==> src/rtl/pe_link_rr_arbiter.sv <==
// Round-robin, packet-locked arbiter sharing one outbound link among NUM_REQ requesters.
// Latency: grant 1 cycle after request, first link beat 2 cycles after request; 1 beat/cycle while locked.
// Backpressure: req_ready only to the locked requester when ap_start and the output slot is free; optional stall abort via PE_LINK_ARB_TIMEOUT_EN.
module pe_link_rr_arbiter #(
    parameter int NUM_REQ    = 4,
    parameter int ID_WIDTH   = 2,
    parameter int DATA_WIDTH = 130
`ifdef PE_LINK_ARB_TIMEOUT_EN
    ,
    parameter int STALL_LIMIT = 255
`endif
) (
    input  logic                          clk,
    input  logic                          reset,
    input  logic                          ap_start,
    input  logic [NUM_REQ-1:0]            req_valid,
    input  logic [NUM_REQ-1:0]            req_last,
    input  logic [NUM_REQ*DATA_WIDTH-1:0] req_data,
    output logic [NUM_REQ-1:0]            req_ready,
    output logic                          link_valid,
    output logic                          link_last,
    output logic [DATA_WIDTH-1:0]         link_data,
    input  logic                          link_ready,
    output logic [ID_WIDTH-1:0]           grant_id,
    output logic                          busy
`ifdef PE_LINK_ARB_TIMEOUT_EN
    ,
    output logic                          timeout_err
`endif
);

    typedef enum logic {
        IDLE = 1'b0,
        LOCK = 1'b1
    } state_t;

    localparam int W1 = ID_WIDTH + 1;

    state_t                  state_q, state_d;
    logic [ID_WIDTH-1:0]     grant_q, grant_d;
    logic                    vld_q, vld_d;
    logic                    last_q, last_d;
    logic [DATA_WIDTH-1:0]   data_q, data_d;

    logic [W1-1:0]           base;
    logic [W1-1:0]           cand;
    logic [NUM_REQ-1:0]      rot;
    logic                    win_vld;
    logic [ID_WIDTH-1:0]     win_id;

    logic [NUM_REQ-1:0]      gnt_oh;
    logic [DATA_WIDTH-1:0]   sel_data;
    logic                    sel_last;
    logic                    sel_valid;
    logic                    slot_free;
    logic                    xfer;

`ifdef PE_LINK_ARB_TIMEOUT_EN
    localparam int STALL_W = (STALL_LIMIT < 256) ? 8 : 16;
    logic [STALL_W-1:0]      stall_q, stall_d;
    logic                    err_q, err_d;
`endif

    // Rotate the request vector so bit 0 is the requester just after the pointer.
    always_comb begin
        base    = {1'b0, grant_q} + W1'(1);
        rot     = NUM_REQ'({req_valid, req_valid} >> base);
        win_vld = |req_valid;
        cand    = '0;
        win_id  = grant_q;
        for (int k = NUM_REQ - 1; k >= 0; k--) begin
            if (rot[k]) begin
                cand   = base + W1'(k);
                win_id = (cand >= W1'(NUM_REQ)) ? ID_WIDTH'(cand - W1'(NUM_REQ))
                                                : ID_WIDTH'(cand);
            end
        end
    end

    always_comb begin
        gnt_oh    = '0;
        sel_data  = '0;
        sel_last  = 1'b0;
        sel_valid = 1'b0;
        for (int i = 0; i < NUM_REQ; i++) begin
            if (grant_q == ID_WIDTH'(i)) begin
                gnt_oh[i] = 1'b1;
                sel_data  = req_data[i*DATA_WIDTH +: DATA_WIDTH];
                sel_last  = req_last[i];
                sel_valid = req_valid[i];
            end
        end
    end

    assign slot_free = !vld_q || link_ready;

    always_comb begin
        state_d   = state_q;
        grant_d   = grant_q;
        req_ready = '0;
        xfer      = 1'b0;
`ifdef PE_LINK_ARB_TIMEOUT_EN
        stall_d   = '0;
        err_d     = err_q;
`endif
        case (state_q)
            IDLE: begin
                if (ap_start && win_vld) begin
                    state_d = LOCK;
                    grant_d = win_id;
                end
            end
            LOCK: begin
                req_ready = gnt_oh & {NUM_REQ{ap_start && slot_free}};
                xfer      = sel_valid && ap_start && slot_free;
                if (xfer && sel_last) begin
                    state_d = IDLE;
                end
`ifdef PE_LINK_ARB_TIMEOUT_EN
                // Pointer stays on the stalled requester so the next search starts after it.
                if (!xfer) begin
                    stall_d = stall_q;
                    if (ap_start) begin
                        stall_d = stall_q + STALL_W'(1);
                        if (stall_d == STALL_W'(STALL_LIMIT)) begin
                            state_d = IDLE;
                            err_d   = 1'b1;
                            stall_d = '0;
                        end
                    end
                end
`endif
            end
            default: state_d = IDLE;
        endcase
    end

    // Output register drains on link_ready regardless of ap_start.
    always_comb begin
        vld_d  = vld_q;
        last_d = last_q;
        data_d = data_q;
        if (xfer) begin
            vld_d  = 1'b1;
            last_d = sel_last;
            data_d = sel_data;
        end else if (vld_q && link_ready) begin
            vld_d  = 1'b0;
            last_d = 1'b0;
        end
    end

    always_ff @(posedge clk) begin
        if (reset) begin
            state_q <= IDLE;
            grant_q <= ID_WIDTH'(NUM_REQ - 1);
            vld_q   <= 1'b0;
            last_q  <= 1'b0;
            data_q  <= '0;
`ifdef PE_LINK_ARB_TIMEOUT_EN
            stall_q <= '0;
            err_q   <= 1'b0;
`endif
        end else begin
            state_q <= state_d;
            grant_q <= grant_d;
            vld_q   <= vld_d;
            last_q  <= last_d;
            data_q  <= data_d;
`ifdef PE_LINK_ARB_TIMEOUT_EN
            stall_q <= stall_d;
            err_q   <= err_d;
`endif
        end
    end

    assign link_valid = vld_q;
    assign link_last  = last_q;
    assign link_data  = data_q;
    assign grant_id   = grant_q;
    assign busy       = (state_q == LOCK);
`ifdef PE_LINK_ARB_TIMEOUT_EN
    assign timeout_err = err_q;
`endif

endmodule
==> config.mk <==
export PLATFORM = sky130hd
export DESIGN_NAME = pe_link_rr_arbiter
export DESIGN_NICKNAME = d
export VERILOG_FILES = /design/src/rtl/pe_link_rr_arbiter.sv
export SDC_FILE = /design/constraint.sdc
export NUM_CORES = 1
export LEC_CHECK = 0
export ABC_AREA = 1
export CORE_AREA = 2 2 263 265
export CTS_BUF_LIST = sky130_fd_sc_hd__clkbuf_8 sky130_fd_sc_hd__clkbuf_16
export CTS_CLUSTER_SIZE = 10
export DETAILED_ROUTE_END_ITERATION = 8
export DIE_AREA = 0 0 265 267
export GPL_TIMING_DRIVEN = 0
export PLACE_DENSITY_LB_ADDON = 0.05
export SETUP_SLACK_MARGIN = 0.3
export SYNTH_ARGS = -nofsm -noshare
export SYNTH_HDL_FRONTEND = slang
export SYNTH_SLANG_ARGS = --single-unit
==> constraint.sdc <==
create_clock -name clk -period 2 [get_ports clk]
set_input_delay 0.2 -clock clk [delete_from_list [all_inputs] [get_ports clk]]
set_output_delay 0.2 -clock clk [all_outputs]
set_load 0.005 [all_outputs]
# After elaboration in Yosys (flattened, before gate mapping)
# Cells that the tools add are included.
[classes]
add_sub_neg = 8
n_mul = 0
div = 0
n_lt_le_gt_ge = 4
n_eq_ne = 3
n_shift = 1
muxes = 32
n_bitwise = 2
reduce_logical = 13
[op_table]
columns = ["operator", "n"]
rows = [
  ["130-bit two-way mux", 4],
  ["1-bit two-way mux", 18],
  ["2-bit two-way mux", 8],
  ["3-bit greater-or-equal comparator (second input constant)", 4],
  ["8-bit by 3-bit >> shifter with 4-bit output", 1],
  ["2-bit by 1-bit subtractor with 2-bit output (second input constant)", 4],
  ["3-bit by 2-bit adder with 3-bit output (second input constant)", 2],
  ["1-bit logical AND", 6],
  ["4-bit bitwise AND", 1],
  ["2-bit == test (second input constant)", 2],
  ["4-bit two-way mux", 1],
  ["4-bit nonzero test", 1],
  ["4-bit OR reduction", 1],
  ["2-bit by 1-bit adder with 3-bit output (second input constant)", 1],
  ["3-bit by 1-bit adder with 3-bit output (second input constant)", 1],
  ["3-bit AND reduction", 1],
  ["2-bit by 1-bit == test with 1-bit output (second input constant)", 1],
  ["2-bit logical NOT", 1],
  ["1-bit case mux with 2 select lines", 1],
  ["2-bit nonzero test", 1],
  ["1-bit logical NOT", 1],
  ["1-bit logical OR", 1],
  ["1-bit inverter", 1],
]
[totals]
regBits = 135
latch_bits = 0
mem_bits_rw = 0
romBits = 0
input_bits = 532
out_inout_bits = 139
wordCells = 68
memories = 0

# Depth between registers and ports, before layout
# Gate-level depths: netlist of the first run.
[depth]
ltp_word = 10
ltp_mapped = 13
depth_no_buf = 10

# Worst setup path after synthesis of the first run
# OpenSTA, ideal clock, no wires.
[synth_path]
path_type = "register to register"
startpoint = "reg grant_q[0] (netlist: grant_id[0])"
endpoint = "reg data_q[103] (netlist: link_data[103])"
setup_time_ps = 132
arrival_ps = 1897
required_time_ps = 1868
setup_slack_ps = -30
stages_incl_launch_ff = 13
path_buffers = 4
period_less_slack_ps = 2030
path_cell_list = "dfxtp_1 clkbuf_1 inv_1 ha_1 buf_2 inv_2 nand3_1 nand2_1 nand2_2 buf_4 buf_2 nand2_1 a21oi_1"
[synth_between]
elab_chain_len = 8
elab_cells_between_ends = 15
cone_classes = "3 x eq/ne; 9 x mux; 3 x reduce/logical"
[synth_rtl]
columns = ["element", "line", "source"]
rows = [
  ["start, declared", "40", "logic [ID_WIDTH-1:0] grant_q, grant_d;"],
  ["start signal, assigned", "156", "grant_q <= ID_WIDTH'(NUM_REQ - 1);"],
  ["start signal, assigned", "166", "grant_q <= grant_d;"],
  ["2-bit logical NOT", "86", "if (grant_q == ID_WIDTH'(i)) begin"],
  ["1-bit two-way mux (4 in a row)", "86", ""],
  ["1-bit logical AND (2 in a row)", "115", "xfer = sel_valid && ap_start && slot_free;"],
  ["1-bit two-way mux", "106", "case (state_q)"],
  ["end signal, assigned", "169", "data_q <= data_d;"],
  ["end, declared", "43", "logic [DATA_WIDTH-1:0] data_q, data_d;"],
]
# Several ways; a longest one is shown, not always the timed one.
# A chain may end at the register's enable or synchronous reset.

# Final worst setup path of the first run
[layout_path]
startpoint = "reg grant_q[0] (netlist: grant_id[0])"
endpoint = "reg data_q[32] (netlist: link_data[32])"
# Same word-level chain as after synthesis.

==> results of run 1 <==
cell type report:
| class | instances | share of cell area |
|---|---|---|
| timing repair buffer | 704 | 0.369 |
| multi-input combinational | 1381 | 0.335 |
| sequential | 135 | 0.139 |
| buffer | 130 | 0.0681 |
| tap | 882 | 0.0566 |
| clock buffer | 20 | 0.0239 |
| inverter | 15 | 0.00468 |
| clock inverter | 10 | 0.00302 |
| antenna | 8 | 0.00103 |
registers in the layout, summed over array words and instances (netlist names):
signal	flops
link_data	130
busy	1
grant_id	2
link_valid	1
link_last	1
logic make-up after synthesis:
family | share of synthesized area
and+or+nand+nor | 0.494
AOI/OAI and AO/OA | 0.145
buffers and inverters | 0.0681
DFF | 0.286
adders and majority gates | 0.00530
xor gates and xnor gates | 0.000927
layout by cell type, fill, tap and decap left out, drive strengths merged, types with 2 or more instances in the layout:
cell / count
diode: 8
clkinvlp: 3
nand2: 820
nor3: 4
nand4: 2
or2: 130
buf: 106
dfxtp: 135
nand3: 143
clkdlybuf4s50: 665
clkinv: 6
nor2: 7
ha: 4
clkbuf: 83
a21oi: 267
inv: 16
through the flow:
stage               TNS (ns)  std cells  area, um^2  setup WS, ns
floorplan                  0       1662        9570         0.310
global placement      -78.03       3213       17400        -0.836
detailed placement    -80.39       3213       17400        -0.835
CTS                 -0.00862       3269       19000      -0.00775
global route          -0.394       3284       19500       -0.0281
finish                     0       3285       19500        0.0635
worst min-delay path: stages:
cell and delay [ns]:
clkdlybuf4s50_1 0.39, nand2_1 0.06, nand2_1 0.05, nand2_1 0.05
a21oi_1 0.05
final timing paths:
kind | cells after the start | to | start | slack, ns
worst max-delay path | 12 | link_data[32] | grant_id[0] | 0.06
worst min-delay path | 5 | link_data[46] | req_data[436] | 0.37
worst max register to register | 12 | link_data[32] | grant_id[0] | 0.06
worst min register to register | 2 | link_data[10] | link_data[10] | 0.46
synth_stat cells, drive strengths merged:
master / n
nand2: 820
clkbuf: 69
dfxtp: 135
xnor2: 1
nor3: 4
nor2: 7
o21ai: 1
nand3: 143
or2: 130
clkinv: 1
buf: 62
a21boi: 1
a21oi: 267
ha: 4
nand4: 2
inv: 14
o21a: 1
layer usage:
layer | track usage | vias up | routed length, um
li1 | - | 6765 | -
met1 | 0.218 | 6132 | 28400
met2 | 0.335 | 417 | 35000
met3 | 0.0675 | 56 | 5170
met4 | 0.0489 | 16 | 996
met5 | 0 | - | 109
power by group:
part	switching, W	total [W]	internal [W]
logic	0.00248	0.00489	0.00241
registers	0.0000747	0.00288	0.00281
clock network	0.00137	0.00302	0.00164
repair_timing:
action | CTS | global route
pin swaps | 24 | 20
gates resized for setup | 236 | 136
endpoints found under the setup margin | 151 | 149
buffers inserted | 21 | 7
cloned | 5 | 2
==> flow_metrics.tcl, run 1 <==
set metrics [dict create \
    outcome "finished clean" \
    port_buffers 669 \
    cp_max_fo 10 \
    cts_tree "built" \
    die-area_um2 70800 \
    cp.arrival_ns 2.27 \
    fin_skew_ns 0.0135 \
    grt_pass1_vias 13619 \
    grt_max_degree 17 \
    finalCriticalPeriod_ns 1.94 \
    maxSlewHeadroom 0.522 \
    critical_path_class "reg -> reg" \
    clock_path_buffers 2 \
    fill_cells 7581 \
    die_height_um 267 \
    yosysTopAreaCell "nand2_1" \
    place.gp.congestion 0.871 \
    worst_slew_pin_slew_ns 0.717 \
    period_share 0.968 \
    core.rowCount 96 \
    synth_nets 2198 \
    synthDominantCellAreaShare 0.325 \
    final_nets 2920 \
    boundaryPins 671 \
    drv_cap 0 \
    holdWs_ns 0.365 \
    ys_seq_area_frac 0.286 \
    rsz0062_at_grt "yes" \
    overflow 0 \
    drt_iter0_markers 593 \
    cp_slowest_cell "dfxtp_4" \
    clkSlewWorstSetupHoldPaths_ns 0.07 \
    ff_latch_area_um2 2710 \
    synth_cell_types 25 \
    start_kind "register" \
    coreArea_um2 68000 \
    area_growth_pct 106 \
    synth-seq-cells 135 \
    crit_family "buffers and inverters" \
    slew_viol_final 0 \
    leakage_nw 7.80 \
    avgRoutedWirePerCell_um 21.2 \
    post-route-util 0.287 \
    grt_pass1_wl_um 96300 \
    antenna_found_initial 18 \
    crit_path_cell_trace "buf_8 > inv_8 > ha_4 > buf_12 > inv_12 > buf_12 > clkbuf_8 > or2_2 > nand3_1 > nand2_1 > nand2_1 > a21oi_2" \
    num_vias 13386 \
    hold_viol 0 \
    die_w_um 265 \
    drcViolationCount 0 \
    drive_above_1_share 0.175 \
    yosys-top-cells-area "nand2_1 (33%), dfxtp_1 (29%), a21oi_1 (14%), or2_2 (8.6%), nand3_1 (7.6%)" \
    start_util 0.139 \
    hold_buffers 0 \
    power_density_nw_per_um2 554 \
    cts.root.buffer_cell "clkbuf_16" \
    syn_avg_cell_area_um2 5.68 \
    cts_num_sinks 135 \
    synth_area_um2 9450 \
    crit_buf_inv 6 \
    required_ns 2.34 \
    multi_input_area_um2 6530 \
    drt_first_pass_iters 5 \
    hp-class "in -> reg" \
    avgViaCountPerCell 4.07 \
    clock_latency_ns 0.48 \
    dp_hpwl_um 56000 \
    postRouteAntennaNets 0 \
    yosysWarnings 0 \
    cpPeakStageDelay_ns 0.37 \
    power_w 0.0108 \
    setup_violations 0 \
    fmax_ghz 0.516 \
    cp-end-kind "register" \
    htree_num_levels 4 \
    grt_usage 0.190 \
    wl_um 69600 \
    irDropWorstVdd_v 0.000548 \
    numCtsBuffers 17 \
    synth_cells 1662 \
]
Power figures use the tool's default switching activity.
==> run 2: changes to the inputs <==
--- a/config.mk
+++ b/config.mk
@@ -6,6 +6,7 @@
 export NUM_CORES = 1
 export LEC_CHECK = 0
 export ABC_AREA = 1
+export CAP_MARGIN = 40
 export CORE_AREA = 2 2 263 265
 export CTS_BUF_LIST = sky130_fd_sc_hd__clkbuf_8 sky130_fd_sc_hd__clkbuf_16
 export CTS_CLUSTER_SIZE = 10
==> flow_metrics.tcl, run 2 (synthesized netlist as in run 1, its figures left out) <==
set metrics [dict create \
    grt_usage 0.190 \
    crit_buf_inv 7 \
    clock_path_buffers 2 \
    core.rowCount 96 \
    dp_hpwl_um 56500 \
    place.gp.congestion 0.871 \
    clkSlewWorstSetupHoldPaths_ns 0.07 \
    cts_num_sinks 135 \
    p_seq_frac 0.253 \
    pwr-share-clk 0.301 \
    die_height_um 267 \
    hold_viol 0 \
    post-route-util 0.296 \
    cp_max_fo 7 \
    required_ns 2.40 \
    intPower_w 0.00733 \
    drcViolationCount 0 \
    hp-class "in -> reg" \
    rsz0062_at_grt "yes" \
    boundaryPins 671 \
    die_w_um 265 \
    wl_um 71000 \
    cts_tree "built" \
    fin_skew_ns 0.0138 \
    cp.arrival_ns 2.40 \
    htree_num_levels 4 \
    grt_pass1_vias 13575 \
    num_vias 13399 \
    final_nets 2928 \
    avgViaCountPerCell 4.07 \
    switching_share 0.357 \
    overflow 0 \
    grt_pass1_wl_um 96200 \
    worst_slew_pin_slew_ns 0.743 \
    power_w 0.0114 \
    drt_first_pass_iters 4 \
    port_buffers 669 \
    start_kind "register" \
    fmax_ghz 0.502 \
    drt_iter0_markers 510 \
    crit_path_cell_trace "clkbuf_16 > inv_12 > ha_4 > inv_4 > nor2_4 > buf_12 > buf_12 > buf_16 > clkbuf_16 > nand2_1 > nand2_1 > nand3_1 > nand2_1 > nand2_1 > a21oi_1" \
    finalCriticalPeriod_ns 1.99 \
    cp-end-kind "register" \
    drive_above_1_share 0.212 \
    drv_cap 0 \
    power_density_nw_per_um2 566 \
    period_share 0.997 \
    ff_latch_area_um2 2710 \
    most-common-layout-cells "nand2_1 (726), clkdlybuf4s50_1 (658), a21oi_1 (205)" \
    multi_input_area_um2 6820 \
    die-area_um2 70800 \
    start_util 0.139 \
    fill_cells 7503 \
    area_growth_pct 113 \
    numCtsBuffers 17 \
    cpPeakStageDelay_ns 0.36 \
    outcome "finished clean" \
    final_common_cell "nand2_1" \
    largest_reg_flops 130 \
    cts.root.buffer_cell "clkbuf_16" \
    antenna_found_initial 12 \
    postRouteAntennaNets 0 \
    coreArea_um2 68000 \
    setup_violations 0 \
    cp_slowest_cell "dfxtp_4" \
    slew_viol_final 0 \
    p_switching_w 0.00408 \
    critical_path_class "reg -> reg" \
    crit_top_cell "nand2_1" \
    maxSlewHeadroom 0.505 \
    grt_max_degree 17 \
    avgRoutedWirePerCell_um 21.5 \
    clock_latency_ns 0.48 \
    crit_family "buffers and inverters" \
    irDropWorstVdd_v 0.000457 \
    power_frac_comb 0.446 \
    leakage_nw 8.14 \
]
[run 2: cell types whose count changed in the layout (fill, tap and decap cells not counted), sizes merged, moves of 3 or more]
cell and change:
buf -12, clkbuf +19, clkdlybuf4s50 -7, bufinv +3, dlymetal6s2s +7
[run 2: worst paths after layout]
path,startpoint,to,slack [ns],depth (start not counted)
hold reg to reg,link_data[126],link_data[126],0.46,2
setup reg to reg,grant_id[0],link_data[23],0.006,15
hold / removal,req_data[400],link_data[10],0.36,5
setup / recovery,grant_id[0],link_data[23],0.006,15
[run 2: power by group through the flow]
stage          combinational (W)  sequential, W  clock, W
4_1_cts                  0.00484        0.00288   0.00358
6_report                 0.00509        0.00288   0.00343
5_1_grt                  0.00557        0.00290   0.00366
3_3_place_gp             0.00439        0.00294         0
3_5_place_dp             0.00442        0.00295         0
2_1_floorplan            0.00200        0.00294         0
[run 2: area by class of cell]
class | instances | area share
antenna | 8 | 0.000994
buffer | 129 | 0.0646
clock buffer | 19 | 0.0225
clock inverter | 12 | 0.00745
inverter | 15 | 0.00453
multi-input combinational | 1381 | 0.338
sequential | 135 | 0.135
tap | 882 | 0.0548
timing repair buffer | 713 | 0.372
[run 2: layer usage]
layer / share of wire / track usage / up-vias
met5: 0.00065 / 0 / -
met4: 0.015 / 0.0492 / 8
met3: 0.071 / 0.0622 / 50
met2: 0.50 / 0.335 / 387
met1: 0.41 / 0.219 / 6161
li1: - / - / 6793
[run 2: tightest hold or removal path, cell delays in order]
cell and delay, ns:
clkdlybuf4s50_1 0.39, nand2_1 0.06, nand2_1 0.05, nand2_1 0.05
a21oi_1 0.05
[run 2: per-stage QoR]
stage | setup TNS [ns] | setup WS [ns] | instances | hold WS, ns | area (um^2)
detailed placement | -62.69 | -0.775 | 3216 | 0.455 | 17400
global route | -5.02 | -0.0864 | 3291 | 0.357 | 20100
CTS | -0.0165 | -0.0118 | 3266 | 0.314 | 19000
finish | 0 | 0.00641 | 3294 | 0.363 | 20100
floorplan | 0 | 0.310 | 1662 | 0.385 | 9570
global placement | -78.03 | -0.836 | 3213 | 0.452 | 17400
[run 2: what timing repair did]
item                                    CTS  global route
cloned                                    2            18
hold buffers                              0             0
endpoints found under the setup margin  148           148
setup buffers                            18             3
pin swaps                                38            44
gates resized for setup                 258           190
